$ cat src/rtl/mc_cpu_core_if.sv
// Memory-side bundle for mc_cpu_core: instruction fetch port and data load/store port.
// Latency: none, wires only.
// Backpressure: each req is held with stable address/data until its ready is sampled high.
// Ports (master = core side):
//   imem_req/imem_addr out, imem_rdata/imem_ready in
//   dmem_req/dmem_we/dmem_addr/dmem_wdata out, dmem_rdata/dmem_ready in
interface mc_cpu_core_if #(
    parameter int XLEN = 32
);
    logic            imem_req;
    logic [XLEN-1:0] imem_addr;
    logic [31:0]     imem_rdata;
    logic            imem_ready;
    logic            dmem_req;
    logic            dmem_we;
    logic [XLEN-1:0] dmem_addr;
    logic [XLEN-1:0] dmem_wdata;
    logic [XLEN-1:0] dmem_rdata;
    logic            dmem_ready;

    modport master (
        output imem_req, imem_addr, dmem_req, dmem_we, dmem_addr, dmem_wdata,
        input  imem_rdata, imem_ready, dmem_rdata, dmem_ready
    );

    modport slave (
        input  imem_req, imem_addr, dmem_req, dmem_we, dmem_addr, dmem_wdata,
        output imem_rdata, imem_ready, dmem_rdata, dmem_ready
    );
endinterface

$ cat src/rtl/mc_cpu_core.sv
// Multi-cycle MIPS-subset core: FETCH/DECODE/EXEC/MEM/WB FSM with PC, IR, A, B, ALUOut, MDR and a 32-entry register file.
// Latency (zero-wait memory): beq 3, R-type/addi/andi/ori 4, sw 4, lw 5 cycles; each memory wait cycle adds one.
// Backpressure: FETCH and MEM stall with req held high until imem_ready/dmem_ready is sampled.
// Optional macro ILLEGAL_TRAP_EN: illegal opcodes enter HALT (halted=1) instead of retiring as a NOP.
// Ports: clk, rst_n (async active-low); mem (mc_cpu_core_if.master) carries both memory handshakes;
//        pc_o = current PC, retire = registered one-cycle completion pulse, halted = core stopped.
module mc_cpu_core #(
    parameter int              XLEN     = 32,
    parameter logic [XLEN-1:0] RESET_PC = '0,
    parameter int              PC_STEP  = 4
) (
    input  logic            clk,
    input  logic            rst_n,
    mc_cpu_core_if.master   mem,
    output logic [XLEN-1:0] pc_o,
    output logic            retire,
    output logic            halted
);

    localparam logic [5:0] OP_R    = 6'h00;
    localparam logic [5:0] OP_BEQ  = 6'h04;
    localparam logic [5:0] OP_ADDI = 6'h08;
    localparam logic [5:0] OP_ANDI = 6'h0C;
    localparam logic [5:0] OP_ORI  = 6'h0D;
    localparam logic [5:0] OP_LW   = 6'h23;
    localparam logic [5:0] OP_SW   = 6'h2B;

    localparam logic [5:0] FN_SLL  = 6'h00;
    localparam logic [5:0] FN_SRL  = 6'h02;
    localparam logic [5:0] FN_ADD  = 6'h20;
    localparam logic [5:0] FN_SUB  = 6'h22;
    localparam logic [5:0] FN_AND  = 6'h24;
    localparam logic [5:0] FN_OR   = 6'h25;
    localparam logic [5:0] FN_SLT  = 6'h2A;

    typedef enum logic [2:0] {
        S_FETCH  = 3'd0,
        S_DECODE = 3'd1,
        S_EXEC   = 3'd2,
        S_MEM    = 3'd3,
        S_WB     = 3'd4,
        S_HALT   = 3'd5
    } state_t;

    state_t          r_state;
    state_t          w_state_nxt;
    logic            r_run;
    logic [XLEN-1:0] r_pc;
    logic [31:0]     r_ir;
    logic [XLEN-1:0] r_a;
    logic [XLEN-1:0] r_b;
    logic [XLEN-1:0] r_aluout;
    logic [XLEN-1:0] r_mdr;
    logic            r_retire;
    logic [XLEN-1:0] r_regs [32];

    logic [5:0]      w_opcode;
    logic [4:0]      w_rs;
    logic [4:0]      w_rt;
    logic [4:0]      w_rd;
    logic [4:0]      w_shamt;
    logic [5:0]      w_funct;
    logic [15:0]     w_imm;
    logic [XLEN-1:0] w_simm;
    logic [XLEN-1:0] w_zimm;
    logic            w_legal;
    logic            w_fn_known;
    logic            w_wen;
    logic [4:0]      w_dst;
    logic [XLEN-1:0] w_alu;
    logic            w_done;

    assign w_opcode = r_ir[31:26];
    assign w_rs     = r_ir[25:21];
    assign w_rt     = r_ir[20:16];
    assign w_rd     = r_ir[15:11];
    assign w_shamt  = r_ir[10:6];
    assign w_funct  = r_ir[5:0];
    assign w_imm    = r_ir[15:0];
    assign w_simm   = XLEN'($signed(w_imm));
    assign w_zimm   = XLEN'(w_imm);

    assign w_legal = (w_opcode == OP_R)    || (w_opcode == OP_BEQ) ||
                     (w_opcode == OP_ADDI) || (w_opcode == OP_ANDI) ||
                     (w_opcode == OP_ORI)  || (w_opcode == OP_LW)  ||
                     (w_opcode == OP_SW);

    assign w_fn_known = (w_funct == FN_ADD) || (w_funct == FN_SUB) ||
                        (w_funct == FN_AND) || (w_funct == FN_OR)  ||
                        (w_funct == FN_SLT) || (w_funct == FN_SLL) ||
                        (w_funct == FN_SRL);

    // Unknown R-type functs still pass through WB so they retire, but write nothing.
    assign w_wen = (w_opcode == OP_R) ? w_fn_known : 1'b1;
    assign w_dst = (w_opcode == OP_R) ? w_rd : w_rt;

    always_comb begin
        w_alu = '0;
        case (w_opcode)
            OP_R: begin
                case (w_funct)
                    FN_ADD:  w_alu = r_a + r_b;
                    FN_SUB:  w_alu = r_a - r_b;
                    FN_AND:  w_alu = r_a & r_b;
                    FN_OR:   w_alu = r_a | r_b;
                    FN_SLT:  w_alu = XLEN'($signed(r_a) < $signed(r_b));
                    FN_SLL:  w_alu = r_b << w_shamt;
                    FN_SRL:  w_alu = r_b >> w_shamt;
                    default: w_alu = '0;
                endcase
            end
            OP_ADDI, OP_LW, OP_SW: w_alu = r_a + w_simm;
            OP_ANDI:               w_alu = r_a & w_zimm;
            OP_ORI:                w_alu = r_a | w_zimm;
            default:               w_alu = '0;
        endcase
    end

    // w_done marks the last cycle of an instruction; retire is its registered copy.
    always_comb begin
        w_state_nxt = r_state;
        w_done      = 1'b0;
        case (r_state)
            S_FETCH: begin
                if (r_run && mem.imem_ready) begin
                    w_state_nxt = S_DECODE;
                end
            end
            S_DECODE: begin
                if (w_legal) begin
                    w_state_nxt = S_EXEC;
                end else begin
`ifdef ILLEGAL_TRAP_EN
                    w_state_nxt = S_HALT;
`else
                    w_state_nxt = S_FETCH;
                    w_done      = 1'b1;
`endif
                end
            end
            S_EXEC: begin
                if (w_opcode == OP_BEQ) begin
                    w_state_nxt = S_FETCH;
                    w_done      = 1'b1;
                end else if ((w_opcode == OP_LW) || (w_opcode == OP_SW)) begin
                    w_state_nxt = S_MEM;
                end else begin
                    w_state_nxt = S_WB;
                end
            end
            S_MEM: begin
                if (mem.dmem_ready) begin
                    if (w_opcode == OP_SW) begin
                        w_state_nxt = S_FETCH;
                        w_done      = 1'b1;
                    end else begin
                        w_state_nxt = S_WB;
                    end
                end
            end
            S_WB: begin
                w_state_nxt = S_FETCH;
                w_done      = 1'b1;
            end
            S_HALT: begin
                w_state_nxt = S_HALT;
            end
            default: begin
                w_state_nxt = S_FETCH;
            end
        endcase
    end

    always_ff @(posedge clk or negedge rst_n) begin
        if (!rst_n) begin
            r_state  <= S_FETCH;
            r_run    <= 1'b0;
            r_pc     <= RESET_PC;
            r_ir     <= '0;
            r_a      <= '0;
            r_b      <= '0;
            r_aluout <= '0;
            r_mdr    <= '0;
            r_retire <= 1'b0;
            for (int i = 0; i < 32; i++) begin
                r_regs[i] <= '0;
            end
        end else begin
            r_state  <= w_state_nxt;
            // Holds the first fetch request off until the first edge after reset release.
            r_run    <= 1'b1;
            r_retire <= w_done;
            case (r_state)
                S_FETCH: begin
                    if (r_run && mem.imem_ready) begin
                        r_ir <= mem.imem_rdata;
                        r_pc <= r_pc + XLEN'(PC_STEP);
                    end
                end
                S_DECODE: begin
                    r_a      <= r_regs[w_rs];
                    r_b      <= r_regs[w_rt];
                    // Branch target precomputed from the already-incremented PC.
                    r_aluout <= r_pc + (w_simm << 2);
                end
                S_EXEC: begin
                    if (w_opcode == OP_BEQ) begin
                        if (r_a == r_b) begin
                            r_pc <= r_aluout;
                        end
                    end else begin
                        r_aluout <= w_alu;
                    end
                end
                S_MEM: begin
                    if (mem.dmem_ready && (w_opcode == OP_LW)) begin
                        r_mdr <= mem.dmem_rdata;
                    end
                end
                S_WB: begin
                    // R0 is never written, so it always reads back zero.
                    if (w_wen && (w_dst != 5'd0)) begin
                        r_regs[w_dst] <= (w_opcode == OP_LW) ? r_mdr : r_aluout;
                    end
                end
                default: begin
                end
            endcase
        end
    end

    assign mem.imem_req   = (r_state == S_FETCH) && r_run;
    assign mem.imem_addr  = r_pc;
    assign mem.dmem_req   = (r_state == S_MEM);
    assign mem.dmem_we    = (r_state == S_MEM) && (w_opcode == OP_SW);
    assign mem.dmem_addr  = r_aluout;
    assign mem.dmem_wdata = r_b;

    assign pc_o   = r_pc;
    assign retire = r_retire;
`ifdef ILLEGAL_TRAP_EN
    assign halted = (r_state == S_HALT);
`else
    assign halted = 1'b0;
`endif

endmodule
$ cat src/flat_wrapper.sv
// flat-port wrapper written by rule: the top's interface ports become plain ports
module mc_cpu_core_flat 
#(
    parameter int              XLEN     = 32,
    parameter logic [XLEN-1:0] RESET_PC = '0,
    parameter int              PC_STEP  = 4
)
  (clk, rst_n, pc_o, retire, halted, mem_imem_req, mem_imem_addr, mem_dmem_req, mem_dmem_we, mem_dmem_addr, mem_dmem_wdata, mem_imem_rdata, mem_imem_ready, mem_dmem_rdata, mem_dmem_ready);
  mc_cpu_core_if #(.XLEN(XLEN)) mem_i ();
  input  logic clk;
  input  logic rst_n;
  output logic [XLEN-1:0] pc_o;
  output logic retire;
  output logic halted;
  output wire logic [$bits(mem_i.imem_req)-1:0] mem_imem_req;
  output wire logic [$bits(mem_i.imem_addr)-1:0] mem_imem_addr;
  output wire logic [$bits(mem_i.dmem_req)-1:0] mem_dmem_req;
  output wire logic [$bits(mem_i.dmem_we)-1:0] mem_dmem_we;
  output wire logic [$bits(mem_i.dmem_addr)-1:0] mem_dmem_addr;
  output wire logic [$bits(mem_i.dmem_wdata)-1:0] mem_dmem_wdata;
  input wire logic [$bits(mem_i.imem_rdata)-1:0] mem_imem_rdata;
  input wire logic [$bits(mem_i.imem_ready)-1:0] mem_imem_ready;
  input wire logic [$bits(mem_i.dmem_rdata)-1:0] mem_dmem_rdata;
  input wire logic [$bits(mem_i.dmem_ready)-1:0] mem_dmem_ready;
  assign mem_imem_req = mem_i.imem_req;
  assign mem_imem_addr = mem_i.imem_addr;
  assign mem_dmem_req = mem_i.dmem_req;
  assign mem_dmem_we = mem_i.dmem_we;
  assign mem_dmem_addr = mem_i.dmem_addr;
  assign mem_dmem_wdata = mem_i.dmem_wdata;
  assign mem_i.imem_rdata = mem_imem_rdata;
  assign mem_i.imem_ready = mem_imem_ready;
  assign mem_i.dmem_rdata = mem_dmem_rdata;
  assign mem_i.dmem_ready = mem_dmem_ready;
  mc_cpu_core #(.XLEN(XLEN), .RESET_PC(RESET_PC), .PC_STEP(PC_STEP)) u_core (.clk(clk), .rst_n(rst_n), .mem(mem_i), .pc_o(pc_o), .retire(retire), .halted(halted));
endmodule
$ cat config.mk
export PLATFORM = sky130hd
export DESIGN_NAME = mc_cpu_core_flat
export DESIGN_NICKNAME = d
export VERILOG_FILES = /design/src/rtl/mc_cpu_core_if.sv /design/src/rtl/mc_cpu_core.sv /design/src/flat_wrapper.sv
export SDC_FILE = /design/constraint.sdc
export NUM_CORES = 2
export LEC_CHECK = 0
export CORE_ASPECT_RATIO = 2
export CORE_MARGIN = 8
export CORE_UTILIZATION = 34
export DETAILED_ROUTE_END_ITERATION = 8
export PLACE_DENSITY_LB_ADDON = 0.05
export SLEW_MARGIN = 0
export SYNTH_ARGS = -nofsm -noshare
export SYNTH_HDL_FRONTEND = slang
export SYNTH_SLANG_ARGS = --single-unit
$ cat constraint.sdc
create_clock -name clk -period 3.32 [get_ports clk]
set_input_delay 0.498 -clock clk [delete_from_list [all_inputs] [get_ports clk]]
set_output_delay 0.498 -clock clk [all_outputs]
set_load 0.01 [all_outputs]
==> metrics <==
sequential share of the synthesized area 41.68%; Detail Placement HPWL 271800 um; die width 344.4 um; CP Data Required Time 3.99 ns; Slew Limit Fails 0; worst hold margin 0.2936 ns; clock sink total 1221; GP Congestion 1.026; die height 672.7 um; Iter 0 DRT Violations 4176; WL/cell 33.88 um; total global-route track usage 30.93%; Hold Path End u_core.r_mdr[2]$_DFFE_PN0P_; syn nets 7169; Avg Vias per Cell 5.719; post-synth cell types 103; crit path kind register to register; Post-synth EDFFs 0; Worst Path Buf+Inv 4; drt drc 0; Final ANT Viol Nets 0; maximum vdd drop 0.5120 mV; ratio of cells with drive above 1 in the final layout 32.29%; Max Cap Viol 0; leakage 40.74 nW; Syn Std Cell Area 73310 um2; Period Utilization, post-route 106.6%; outcome complete, but fails checks; worst reg2reg path depth 16; Max Root-Sink Buffers 4; post-synth top area cell dfrtp_1; Crit path largest cell delay 0.42 ns; worst path arrival time 4.21 ns; Worst Slack Setup Final -0.2197 ns; Worst Setup End Kind register; # fillers 20.68k; syn avg cell area 10.61 um2; H-tree Lvls 4; GRT overflow 0; RSZ-0062 raised after global routing yes; Core Area 215000 um2; Hold Crit Depth 2; slowest CP cell o31ai_4; # setup viols final 9; die area 231600 um2; I/O pin count 201; number of CTS-inserted buffers 138; global-route wire length before repair 505700 um; Routed met1 length 122000 um; Fin. Hold Viols 0; total power 57.06 mW; Int Power 34.98 mW; setup_tns -0.7374 ns; Comb power frac 41.3%; end-of-flow core utilization 43.95%; DR vias 61.13k; Reg power frac 30.7%; Mapped Cells 6907; Max Freq 282.5 MHz; largest net degree at the start of global routing 130; YS warnings 0; Starting Density 34.10%; number of global-route vias before repair 64.01k; initial antenna violation count 16; Worst path top cell family by delay compound AO/OA/AOI/OAI gates; Synth Register Bits 1221; failing checks negative setup slack; Seq. cell area 30610 um2; Sw Ratio 38.70%; startpoint type of the worst setup path register; routed wl met2 191200 um; Final #Nets 8057; Cell Chain, Critical Path buf_6 -> ha_4 -> fa_2 -> a211oi_2 -> o21bai_2 -> buf_6 -> o22ai_4 -> o41ai_2 -> buf_4 -> a21oi_4 -> o21ai_1 -> buf_4 -> a31o_4 -> o311a_4 -> o31ai_4 -> a21oi_1; Psw 22.08 mW; CTS tree yes; area taken by multi-input logic gates 41230 um2; Min-Delay Path Class primary input to register; CTS root buffer clkbuf_16; Non-Filler Instances 10.69k; CP max FO 3; clock transition at the registers of the reported paths 0.07 ns; PortBufs 199; DP Cell Count 10.37k; area added between synthesis and finish 28.88%; uppermost routed layer met5; crit path from u_core.r_a[0]$_DFFE_PN0P_; R2R Path End u_core.mem.dmem_addr[28]$_DFFE_PN0P_; Async SR Flop Fraction 100.0%; fin crit period 3.540 ns; row cnt 241; met3 wire length 12940 um; min-delay src mem_dmem_rdata[2]; Total Wirelength 362200 um; Worst R2R Setup Slack -0.22 ns; DRT Pass-1 Iters 8; setup skew after layout 0.06065 ns; Max-Slew Margin vs Limit 44.93%; power per cell area 603.9 nW/um2; Worst Tran Pin Value 0.8205 ns; ys flop type dfrtp_1; reg-to-reg critical path startpoint u_core.r_a[0]$_DFFE_PN0P_; Clock power frac 28.1%; clk_lat worst skew 0.82 ns; synth top area cells dfrtp_1 42%, mux4_2 21%, a21oi_1 6.1%, nor2_1 4.7%, o21ai_0 4.0%; top cell type's share of synthesized area 41.68%
## worst max-delay path by stage
| stage | depth (start not counted) | to | slack (ns) |
|---|---|---|---|
| floorplan | 14 | u_core.mem.dmem_addr[31]$_DFFE_PN0P_ | -0.01 |
| detailed placement | 15 | u_core.mem.dmem_addr[28]$_DFFE_PN0P_ | -1.01 |
| global placement | 15 | u_core.mem.dmem_addr[28]$_DFFE_PN0P_ | -1.06 |
| CTS | 15 | u_core.mem.dmem_addr[28]$_DFFE_PN0P_ | -0.17 |
| finish | 16 | u_core.mem.dmem_addr[28]$_DFFE_PN0P_ | -0.22 |
| global route | 16 | u_core.mem.dmem_addr[28]$_DFFE_PN0P_ | -0.23 |
## layer usage
layer | track usage, % | vias to the layer above
li1 | - | 27033
met1 | 31.67 | 31373
met2 | 56.89 | 1832
met3 | 3.456 | 894
met4 | 23.86 | 2
met5 | 0 | -
## repair_timing
item | in CTS | in global routing
hold buffers | 1 | 0
endpoints found under the setup margin | 359 | 280
gates resized for setup | 214 | 168
pin swaps | 88 | 100
hold endpoints to repair | 53 | 0
buffers inserted | 62 | 31
gates cloned | 1 | 1
## cell families (layout without fill, tap and decap cells)
group / Yosys count / count (layout) / share of synthesized area (%)
compound gates: 1925 / 1925 / 15.01
simple gates: 1785 / 1785 / 10.19
flops: 1221 / 1221 / 41.68
mux: 904 / 904 / 23.89
buf+inv: 807 / 1788 / 5.043
fa+ha+maj: 194 / 194 / 3.352
xor+xnor: 69 / 69 / 0.8243
other cells: 2 / 9 / 0.01024
## placed cells by master (no fill, tap or decap), types with 23 or more instances in the layout
cell type and instances:
mux2_2 70, nor3_1 43, xor2_1 24, dfrtp_1 1202, mux2i_4 27, nor2_1 908, mux2i_1 121, a21oi_2 41
nand2_1 574, xnor2_1 43, a21o_1 31, ha_1 156, inv_1 115, o22ai_1 47, o211ai_1 29, o21ai_0 552
buf_4 952, clkbuf_1 27, a21oi_1 858, ha_4 29, buf_12 217, and3_1 23, clkbuf_8 25, nand3_1 41
buf_6 44, a211oi_1 36, mux4_2 669, clkdlybuf4s50_1 198, clkbuf_16 141
## flip-flops by register name, summed over array words and instances (netlist names)
register               cells
u_core.r_a                32
u_core.mem.imem_addr      32
u_core.r_run               1
u_core.r_ir               32
u_core.r_state             3
u_core.r_regs           1024
u_core.mem.dmem_wdata     32
u_core.mem.dmem_addr      32
u_core.r_mdr              32
u_core.retire              1
## stage by stage
stage | worst slack (ns) | cell area, um2
floorplan | -0.01100 | 73320
global placement | -1.060 | 87320
detailed placement | -1.006 | 87320
CTS | -0.1662 | 93450
global route | -0.2305 | 94470
finish | -0.2197 | 94490
## cells in the mapped netlist, drive strengths merged, types with 78 or more instances
cell    number
mux2        78
mux2i      157
mux4       669
a21oi      906
clkbuf     350
o21ai      588
inv        138
ha         190
dfrtp     1221
nor2       936
buf        318
nand2      586
## power groups by stage
| stage | Combinational [mW] | Sequential, mW | Clock [mW] |
|---|---|---|---|
| global placement | 22.1 | 17.7 | 0 |
| detailed placement | 22.1 | 17.7 | 0 |
| global route | 24.5 | 17.6 | 16.9 |
| CTS | 22.9 | 17.5 | 16.5 |
| finish | 23.5 | 17.5 | 16.0 |
| floorplan | 10.3 | 17.1 | 0 |
## cell type report
| class | count | share of cell area [%] |
|---|---|---|
| sequential | 1221 | 32.39 |
| multi-input combinational | 4879 | 43.64 |
| timing repair buffer | 1416 | 14.91 |
| tap | 2794 | 3.700 |
| inverter | 139 | 0.5694 |
| antenna | 7 | 0.01854 |
| clock inverter | 41 | 0.5919 |
| clock buffer | 192 | 4.179 |
No activity file was read; power rests on OpenSTA's default activity.
